**src/rtl/branch_resolve_pkg.sv**
```systemverilog
// Shared types for the branch resolve unit.
// FLAG_FWD_EN (macro) enables flag forwarding for B.LT.
package branch_resolve_pkg;

  typedef enum logic [1:0] {
    BR_NONE = 2'b00,
    BR_B    = 2'b01,
    BR_CBZ  = 2'b10,
    BR_BLT  = 2'b11
  } br_type_t;

  typedef enum logic [1:0] {
    S_RUN   = 2'd0,
    S_STALL = 2'd1,
    S_FLUSH = 2'd2
  } state_t;

  localparam int FLAG_N = 3;
  localparam int FLAG_Z = 2;
  localparam int FLAG_C = 1;
  localparam int FLAG_V = 0;

endpackage

```
**src/rtl/branch_resolve_if.sv**
```systemverilog
// EX/ID inputs and redirect outputs of the branch resolve unit.
// master drives the candidate and flags; slave resolves.
interface branch_resolve_if #(
  parameter int ADDR_W = 64
);
  logic              ex_valid;
  logic              ex_set_flags;
  logic              alu_neg;
  logic              alu_zero;
  logic              alu_cout;
  logic              alu_ovf;
  logic              id_valid;
  logic [1:0]        id_br_type;
  logic              id_reg_zero;
  logic [ADDR_W-1:0] id_target;
  logic              take_branch;
  logic [ADDR_W-1:0] pc_target;
  logic              flush;
  logic              stall;
  logic [3:0]        flags_q;

  modport master (
    output ex_valid, ex_set_flags,
    output alu_neg, alu_zero, alu_cout, alu_ovf,
    output id_valid, id_br_type, id_reg_zero, id_target,
    input  take_branch, pc_target, flush, stall, flags_q
  );

  modport slave (
    input  ex_valid, ex_set_flags,
    input  alu_neg, alu_zero, alu_cout, alu_ovf,
    input  id_valid, id_br_type, id_reg_zero, id_target,
    output take_branch, pc_target, flush, stall, flags_q
  );
endinterface

```
**src/rtl/branch_resolve_flag_reg.sv**
```systemverilog
// Architectural NZCV register: load on enable,
// synchronous active-high clear.
module flag_reg (
  input  logic       clk,
  input  logic       reset,
  input  logic       en,
  input  logic [3:0] d,
  output logic [3:0] q
);

  // hold flags unless the EX instruction writes them
  always_ff @(posedge clk) begin
    if (reset)   q <= 4'b0000;
    else if (en) q <= d;
  end

endmodule

```
**src/rtl/branch_resolve.sv**
```systemverilog
// Resolves ID-stage branches and drives redirect/flush/stall.
// FLAG_FWD_EN: B.LT reads forwarded ALU flags instead of stalling.
module branch_resolve
  import branch_resolve_pkg::*;
#(
  parameter int FLUSH_CYCLES = 1,
  parameter int ADDR_W       = 64
) (
  input logic             clk,
  input logic             reset,
  branch_resolve_if.slave bus
);

  localparam logic [1:0] FC = 2'(FLUSH_CYCLES);

  state_t            state, state_n;
  logic [1:0]        cnt, cnt_n;
  logic              take_q, take_n;
  logic [ADDR_W-1:0] pc_q, pc_n;
  logic [3:0]        flags;
  logic              flag_we;
  logic              n_eff, v_eff;
  logic              taken;
  logic              hazard;
  br_type_t          br;

  assign flag_we = bus.ex_valid & bus.ex_set_flags;
  assign br      = br_type_t'(bus.id_br_type);

  flag_reg u_flags (
    .clk   (clk),
    .reset (reset),
    .en    (flag_we),
    .d     ({bus.alu_neg, bus.alu_zero,
             bus.alu_cout, bus.alu_ovf}),
    .q     (flags)
  );

`ifdef FLAG_FWD_EN
  assign n_eff  = flag_we ? bus.alu_neg : flags[FLAG_N];
  assign v_eff  = flag_we ? bus.alu_ovf : flags[FLAG_V];
  assign hazard = 1'b0;
`else
  assign n_eff  = flags[FLAG_N];
  assign v_eff  = flags[FLAG_V];
  assign hazard = flag_we && (br == BR_BLT);
`endif

  // branch condition for the candidate in ID
  always_comb begin
    taken = 1'b0;
    unique case (br)
      BR_B:    taken = 1'b1;
      BR_CBZ:  taken = bus.id_reg_zero;
      BR_BLT:  taken = n_eff ^ v_eff;
      default: taken = 1'b0;
    endcase
  end

  // next state, flush countdown and redirect target
  always_comb begin
    state_n = state;
    cnt_n   = cnt;
    take_n  = 1'b0;
    pc_n    = pc_q;
    unique case (state)
      S_RUN: begin
        if (bus.id_valid && hazard) begin
          state_n = S_STALL;
        end else if (bus.id_valid && taken) begin
          take_n  = 1'b1;
          pc_n    = bus.id_target;
          state_n = S_FLUSH;
          cnt_n   = FC;
        end
      end
      S_STALL: begin
        state_n = S_RUN;
        if (bus.id_valid && taken) begin
          take_n  = 1'b1;
          pc_n    = bus.id_target;
          state_n = S_FLUSH;
          cnt_n   = FC;
        end
      end
      S_FLUSH: begin
        if (cnt <= 2'd1) begin
          state_n = S_RUN;
          cnt_n   = 2'd0;
        end else begin
          cnt_n = cnt - 2'd1;
        end
      end
      default: begin
        state_n = S_RUN;
        cnt_n   = 2'd0;
      end
    endcase
  end

  // state and registered redirect outputs
  always_ff @(posedge clk) begin
    if (reset) begin
      state  <= S_RUN;
      cnt    <= 2'd0;
      take_q <= 1'b0;
      pc_q   <= '0;
    end else begin
      state  <= state_n;
      cnt    <= cnt_n;
      take_q <= take_n;
      pc_q   <= pc_n;
    end
  end

  assign bus.take_branch = take_q;
  assign bus.pc_target   = pc_q;
  assign bus.flush       = (state == S_FLUSH);
  assign bus.stall       = (state == S_STALL);
  assign bus.flags_q     = flags;

endmodule

```
**src/flat_wrapper.sv**
```systemverilog
// flat-port wrapper written by rule: the top's interface ports become plain ports
module branch_resolve_flat import branch_resolve_pkg::*;
#(
  parameter int FLUSH_CYCLES = 1,
  parameter int ADDR_W       = 64
)
  (clk, reset, bus_ex_valid, bus_ex_set_flags, bus_alu_neg, bus_alu_zero, bus_alu_cout, bus_alu_ovf, bus_id_valid, bus_id_br_type, bus_id_reg_zero, bus_id_target, bus_take_branch, bus_pc_target, bus_flush, bus_stall, bus_flags_q);
  branch_resolve_if #(.ADDR_W(ADDR_W)) bus_i ();
  input logic clk;
  input logic reset;
  input wire logic [$bits(bus_i.ex_valid)-1:0] bus_ex_valid;
  input wire logic [$bits(bus_i.ex_set_flags)-1:0] bus_ex_set_flags;
  input wire logic [$bits(bus_i.alu_neg)-1:0] bus_alu_neg;
  input wire logic [$bits(bus_i.alu_zero)-1:0] bus_alu_zero;
  input wire logic [$bits(bus_i.alu_cout)-1:0] bus_alu_cout;
  input wire logic [$bits(bus_i.alu_ovf)-1:0] bus_alu_ovf;
  input wire logic [$bits(bus_i.id_valid)-1:0] bus_id_valid;
  input wire logic [$bits(bus_i.id_br_type)-1:0] bus_id_br_type;
  input wire logic [$bits(bus_i.id_reg_zero)-1:0] bus_id_reg_zero;
  input wire logic [$bits(bus_i.id_target)-1:0] bus_id_target;
  output wire logic [$bits(bus_i.take_branch)-1:0] bus_take_branch;
  output wire logic [$bits(bus_i.pc_target)-1:0] bus_pc_target;
  output wire logic [$bits(bus_i.flush)-1:0] bus_flush;
  output wire logic [$bits(bus_i.stall)-1:0] bus_stall;
  output wire logic [$bits(bus_i.flags_q)-1:0] bus_flags_q;
  assign bus_i.ex_valid = bus_ex_valid;
  assign bus_i.ex_set_flags = bus_ex_set_flags;
  assign bus_i.alu_neg = bus_alu_neg;
  assign bus_i.alu_zero = bus_alu_zero;
  assign bus_i.alu_cout = bus_alu_cout;
  assign bus_i.alu_ovf = bus_alu_ovf;
  assign bus_i.id_valid = bus_id_valid;
  assign bus_i.id_br_type = bus_id_br_type;
  assign bus_i.id_reg_zero = bus_id_reg_zero;
  assign bus_i.id_target = bus_id_target;
  assign bus_take_branch = bus_i.take_branch;
  assign bus_pc_target = bus_i.pc_target;
  assign bus_flush = bus_i.flush;
  assign bus_stall = bus_i.stall;
  assign bus_flags_q = bus_i.flags_q;
  branch_resolve #(.FLUSH_CYCLES(FLUSH_CYCLES), .ADDR_W(ADDR_W)) u_core (.clk(clk), .reset(reset), .bus(bus_i));
endmodule
```
**config.mk**
```make
export PLATFORM = sky130hd
export DESIGN_NAME = branch_resolve_flat
export DESIGN_NICKNAME = d
export VERILOG_FILES = /design/src/rtl/branch_resolve_pkg.sv /design/src/rtl/branch_resolve_if.sv /design/src/rtl/branch_resolve_flag_reg.sv /design/src/rtl/branch_resolve.sv /design/src/flat_wrapper.sv
export SDC_FILE = /design/constraint.sdc
export NUM_CORES = 1
export LEC_CHECK = 0
export ABC_AREA = 1
export BUFFER_PORTS_ARGS = -buffer_cell sky130_fd_sc_hd__buf_2
export CAP_MARGIN = 15
export CORE_ASPECT_RATIO = 1.75
export CORE_UTILIZATION = 50
export CTS_CLUSTER_DIAMETER = 120
export DETAILED_ROUTE_END_ITERATION = 8
export PLACE_DENSITY_LB_ADDON = 0.12
export SLEW_MARGIN = 20
export SYNTH_ARGS = -nofsm -noshare
export SYNTH_HDL_FRONTEND = slang
export SYNTH_SLANG_ARGS = --single-unit
```
**constraint.sdc**
```tcl
create_clock -name clk -period 3.7 [get_ports clk]
set_input_delay 0.74 -clock clk [delete_from_list [all_inputs] [get_ports clk]]
set_output_delay 0.74 -clock clk [all_outputs]
set_load 0.03 [all_outputs]
```
==> results of run 1 <==
[state kept, by name (all words and copies together) (netlist names)]
signal,count
u_core.state,2
u_core.cnt,2
u_core.bus.take_branch,1
u_core.u_flags.q,4
u_core.bus.pc_target,64
[logic make-up (layout without fill, tap and decap cells)]
kind of cell,after synthesis,in the layout,synth area share
AO/OA/AOI/OAI,11,11,0.0207
buffers and inverters,103,243,0.150
AND/OR/NAND/NOR,288,288,0.374
flip-flops,73,73,0.455
[cell type report]
cell class | instances | area share
timing repair buffer | 151 | 0.189
multi-input combinational | 299 | 0.313
sequential | 73 | 0.360
tap | 80 | 0.0247
clock inverter | 3 | 0.00370
clock buffer | 13 | 0.0391
inverter | 76 | 0.0703
[where the power goes]
group	leakage, nW	internal (mW)	switching, mW
Sequential	0.602	0.852	0.0332
Combinational	1.67	0.145	0.298
Clock	0.0932	0.277	0.274
[critical path: cells and delay by family (launching register included)]
kind	cells	cell delay (ps)
buffers and inverters	2	340
flip-flops	1	370
AND/OR/NAND/NOR	1	180
[per-layer routing]
layer,global-route usage,wire length [µm]
met4,0.135,215
met1,0.221,2960
met3,0.0496,416
met5,0,0
met2,0.425,3750
[through the flow]
stage | total power, mW | hold WS (ps)
final | 1.88 | 478
after global routing | 1.98 | 499
after CTS | 1.90 | 482
after detailed placement | 1.35 | 466
after global placement | 1.34 | 458
after floorplan | 1.23 | 466
[cells in the final DEF (no fill, tap or decap)]
| cell type | count |
|---|---|
| clkinv_1 | 1 |
| dfxtp_1 | 73 |
| nand3_1 | 66 |
| o21ai_0 | 5 |
| nand3_2 | 1 |
| inv_2 | 2 |
| clkbuf_8 | 11 |
| clkinv_2 | 3 |
| nand2_2 | 4 |
| nor2_1 | 139 |
| nor2_8 | 1 |
| a21oi_1 | 2 |
| buf_4 | 5 |
| a21oi_2 | 3 |
| nand2_4 | 1 |
| nand2_1 | 76 |
| buf_2 | 146 |
| clkbuf_1 | 2 |
| o21ai_1 | 1 |
| inv_1 | 73 |
[worst max path at each step]
stage	from	endpoint	slack, ps	depth (start not counted)
2_1_floorplan	bus_id_reg_zero	u_core.bus.pc_target[28]	2070	9
3_3_place_gp	bus_ex_valid	u_core.bus.pc_target[18]	1500	8
3_5_place_dp	bus_ex_valid	u_core.bus.pc_target[18]	1460	8
4_1_cts	u_core.state[1]	bus_flush	1710	3
5_1_grt	bus_ex_valid	u_core.bus.pc_target[52]	1610	8
6_report	u_core.state[1]	bus_flush	1730	3
==> flow_metrics.py, run 1 <==
metrics = {
    "drt": {
        "antenna_left": 0,
        "first_pass_iters": 4,
        "via_count": 3153,
        "drc": 0,
        "drtIter0Drc": 134,
        "vias_per_cell": 4.54,
        "wl_um": 7340,
        "avgRoutedWirePerCell_um": 10.6,
    },
    "min_path": {
        "hold_end": "u_core.bus.pc_target[13]",
        "hold_depth": 2,
        "worstHoldStart": "u_core.bus.pc_target[13]",
        "hold_class": "register to register",
    },
    "logic_synthesis": {
        "synthCells": 475,
        "synth_top_area_frac": 0.455,
        "yosys-top-cells-count": "139 x nor2_1, 77 x nand2_1, 73 x dfxtp_1, 73 x inv_1, 66 x nand3_1",
        "synthesis.area_mm2": 0.00321,
        "synth_area_per_cell_um2": 6.76,
        "synth_nets": 551,
        "synth_flop_cell": "dfxtp_1",
        "ys_seq_area_frac": 0.455,
        "synth-seq-cells": 73,
        "ys_async_sr_fraction": 0,
        "yosys.area.top_type": "dfxtp_1",
        "synth_most_common_cell": "nor2_1",
        "synthTopCellsByArea": "dfxtp_1 46%, nor2_1 16%, nand3_1 10%",
        "synth_cell_types": 19,
        "yosysWarningCount": 0,
        "synth_edf_count": 0,
    },
    "timing": {
        "hold_violations": 0,
        "setup_violations": 0,
        "tns_ps": 0,
        "clock.fmax_mhz": 507,
        "worstMarginPinSlew_ps": 851,
        "slew_headroom": 0.432,
        "slew_violations": 0,
        "fin_crit_ps": 1970,
        "finalWorstSetupSlack_ps": 1730,
        "fin_worst_skew_ps": 6.00,
        "period_share": 0.533,
        "rsz0062_at_grt": "false",
    },
    "setup_path": {
        "cp-start-kind": "register",
        "cpPeakStageDelay_ps": 370,
        "r2r_cells": 6,
        "crit_required_ps": 2960,
        "slowest_stage": "dfxtp_1",
        "reg2reg_to": "u_core.bus.pc_target[32]",
        "end_kind": "output pin",
        "path_class": "register to output pin",
        "cp_cell_sequence": "inv_1 -> nor2_1 -> buf_2",
        "arrival_ps": 1230,
        "worstPathMaxFanout": 4,
        "rrSetupSlack_ps": 2040,
        "r2r_start": "u_core.state[1]",
    },
    "cells_and_area": {
        "regArea_mm2": 0.00146,
        "area_growth_pct": 26.4,
        "multi_input_area_mm2": 0.00127,
        "instances_no_fill": 695,
        "post-route-util": 0.657,
        "nets": 686,
        "nFillCells": 655,
        "design_area_mm2": 0.00406,
        "antennaDiodeCount": 0,
        "drive_gt1_frac": 0.288,
    },
    "clock_network": {
        "clockBufferDepth": 2,
        "numCtsBuffers": 9,
        "htreeDepth": 3,
        "postCtsSetupBuffers": 0,
        "cts_tree": "done",
        "postCtsHoldBufs": 0,
        "worstSkewPairLatency_ps": 340,
        "cts.sinks": 73,
        "clkSlewWorstSetupHoldPaths_ps": 70,
        "cts_resized": 0,
        "cts_root_buf": "clkbuf_8",
    },
    "pwr": {
        "powerDensity_mw_per_mm2": 463,
        "peakVddDrop_uv": 376,
        "leakage_nw": 2.37,
    },
    "place": {
        "placed_area_mm2": 0.00388,
        "place_congestion": 0.765,
        "place_ws_ps": 1460,
        "io_buffers": 146,
        "dp_hpwl_um": 5210,
        "dp_cells": 679,
    },
    "die": {
        "die_h_um": 108,
        "ios": 147,
        "fp-row-count": 38,
        "core-area_mm2": 0.00618,
        "initial_utilization": 0.519,
        "die-area_mm2": 0.00676,
        "die_x_um": 62.6,
    },
    "global_route": {
        "track_usage": 0.225,
        "grt_pass1_wl_um": 12100,
        "grt_max_degree": 65,
        "grt_pass1_vias": 2944,
        "antenna_found_initial": 0,
        "grt.overflow.total": 0,
    },
    "run_status": {
        "status": "finished clean",
    },
    "flow_run": {
        "cap_violations": 0,
    },
}
(Power assumes the default switching activity.)
==> run 2: changes to the inputs <==
--- a/config.mk
+++ b/config.mk
@@ -9,7 +9,7 @@
 export BUFFER_PORTS_ARGS = -buffer_cell sky130_fd_sc_hd__buf_2
 export CAP_MARGIN = 15
 export CORE_ASPECT_RATIO = 1.75
-export CORE_UTILIZATION = 50
+export CORE_UTILIZATION = 42
 export CTS_CLUSTER_DIAMETER = 120
 export DETAILED_ROUTE_END_ITERATION = 8
 export PLACE_DENSITY_LB_ADDON = 0.12
==> constraint.sdc (replaced) <==
create_clock -name clk -period 1.6 [get_ports clk]
set_input_delay 0.32 -clock clk [delete_from_list [all_inputs] [get_ports clk]]
set_output_delay 0.32 -clock clk [all_outputs]
set_load 0.03 [all_outputs]
==> flow_metrics.py, run 2 (synthesis gave the netlist of run 1 again) <==
metrics = {
    "clock_network": {
        "cts_root_buf": "clkbuf_16",
        "cts_tree": "done",
        "worstSkewPairLatency_ps": 330,
        "clkSlewWorstSetupHoldPaths_ps": 50,
        "numCtsBuffers": 9,
        "cts.sinks": 73,
        "htreeDepth": 3,
        "clockBufferDepth": 2,
        "postCtsHoldBufs": 0,
    },
    "drt": {
        "drc": 0,
        "antenna_left": 0,
        "wl_um": 7730,
        "vias_per_cell": 4.52,
        "first_pass_iters": 4,
        "via_count": 3172,
        "drtIter0Drc": 162,
        "avgRoutedWirePerCell_um": 11.0,
    },
    "cells_and_area": {
        "drive_gt1_frac": 0.289,
        "layout_common_cells": "145 x buf_2, 138 x nor2_1, 76 x nand2_1",
        "final_common_cell": "buf_2",
        "largest_register_ffs": 64,
        "antennaDiodeCount": 0,
        "nets": 689,
        "design_area_mm2": 0.00426,
        "multi_input_area_mm2": 0.00127,
        "area_growth_pct": 32.7,
        "instances_no_fill": 702,
        "regArea_mm2": 0.00146,
        "post-route-util": 0.585,
        "nFillCells": 705,
    },
    "timing": {
        "rsz0062_at_grt": "false",
        "period_share": 0.930,
        "finalWorstSetupSlack_ps": 112,
        "hold_violations": 0,
        "worstMarginPinSlew_ps": 229,
        "fin_crit_ps": 1490,
        "clock.fmax_mhz": 672,
        "slew_headroom": 0.847,
        "hold_slack_ps": 229,
        "slew_violations": 0,
        "tns_ps": 0,
        "fin_worst_skew_ps": 5.03,
        "setup_violations": 0,
    },
    "pwr": {
        "p_total_mw": 4.91,
        "pwr-share-comb": 0.218,
        "pwr-share-clk": 0.364,
        "internal-power_mw": 3.46,
        "switchingPower_mw": 1.45,
        "p_sw_frac": 0.295,
        "peakVddDrop_uv": 660,
        "leakage_nw": 2.44,
        "powerDensity_mw_per_mm2": 1150,
        "power_frac_seq": 0.419,
    },
    "min_path": {
        "hold_class": "input pin to register",
    },
    "setup_path": {
        "end_kind": "output pin",
        "arrival_ps": 1170,
        "cp_cell_sequence": "inv_1 -> nor2_2 -> clkbuf_4",
        "cpPeakStageDelay_ps": 380,
        "cp-start-kind": "register",
        "crit_required_ps": 1280,
        "path_class": "register to output pin",
        "slowest_stage": "dfxtp_1",
        "worstPathMaxFanout": 4,
    },
    "die": {
        "die_x_um": 68.1,
        "initial_utilization": 0.441,
        "ios": 147,
        "core-area_mm2": 0.00728,
        "die-area_mm2": 0.00801,
        "fp-row-count": 41,
        "die_h_um": 118,
    },
    "place": {
        "placed_area_mm2": 0.00399,
        "io_buffers": 146,
        "place_congestion": 0.799,
        "place_ws_ps": 157,
        "dp_cells": 688,
        "dp_hpwl_um": 5460,
    },
    "global_route": {
        "grt.overflow.total": 0,
        "grt_pass1_wl_um": 12200,
        "grt_pass1_vias": 2838,
        "antenna_found_initial": 0,
        "track_usage": 0.201,
        "grt_max_degree": 50,
    },
    "run_status": {
        "status": "finished clean",
    },
    "flow_run": {
        "cap_violations": 0,
    },
}
run 2: final cells by class:
class | count | share of cell area
clock buffers | 14 | 0.0620
inverters | 76 | 0.0670
multi-input cells | 299 | 0.299
flip-flops and latches | 73 | 0.343
well taps | 86 | 0.0253
repair buffers | 154 | 0.204
run 2: final timing paths:
check,start,end,slack (ps),depth (start not counted)
max reg2reg,u_core.u_flags.q[3],u_core.bus.pc_target[10],320,9
max,u_core.state[1],bus_flush,110,3
min,reset,u_core.state[1],230,2
min reg2reg,u_core.bus.pc_target[38],u_core.bus.pc_target[38],480,2
run 2: timing repair:
action,4_1_cts,5_1_grt
hold endpoints to repair,0,0
buffers inserted,0,0
gates resized for setup,0,2
endpoints found under the setup margin,0,1
run 2: worst max-delay path, delay by kind of cell, from the launching register on:
kind / cells / cell delay, ps
AND/OR/NAND/NOR: 1 / 140
buffers and inverters: 2 / 330
flip-flops: 1 / 380
run 2: per-layer routing:
| metal | track usage | wire [µm] | share of wire | vias up |
|---|---|---|---|---|
| met5 | 0 | 0 | 0 | - |
| met1 | 0.200 | 3020 | 0.39 | 1397 |
| met2 | 0.368 | 4220 | 0.55 | 86 |
| li1 | - | - | - | 1681 |
| met3 | 0.0601 | 382 | 0.049 | 8 |
| met4 | 0.0755 | 112 | 0.014 | 0 |
run 2: power by group through the flow:
stage / clock (mW) / combinational [mW] / sequential [mW]
finish: 1.78 / 1.07 / 2.05
global route: 1.93 / 1.18 / 2.07
CTS: 1.83 / 1.08 / 2.06
detailed placement: 0 / 1.08 / 2.09
global placement: 0 / 1.07 / 2.09
floorplan: 0 / 0.463 / 2.38
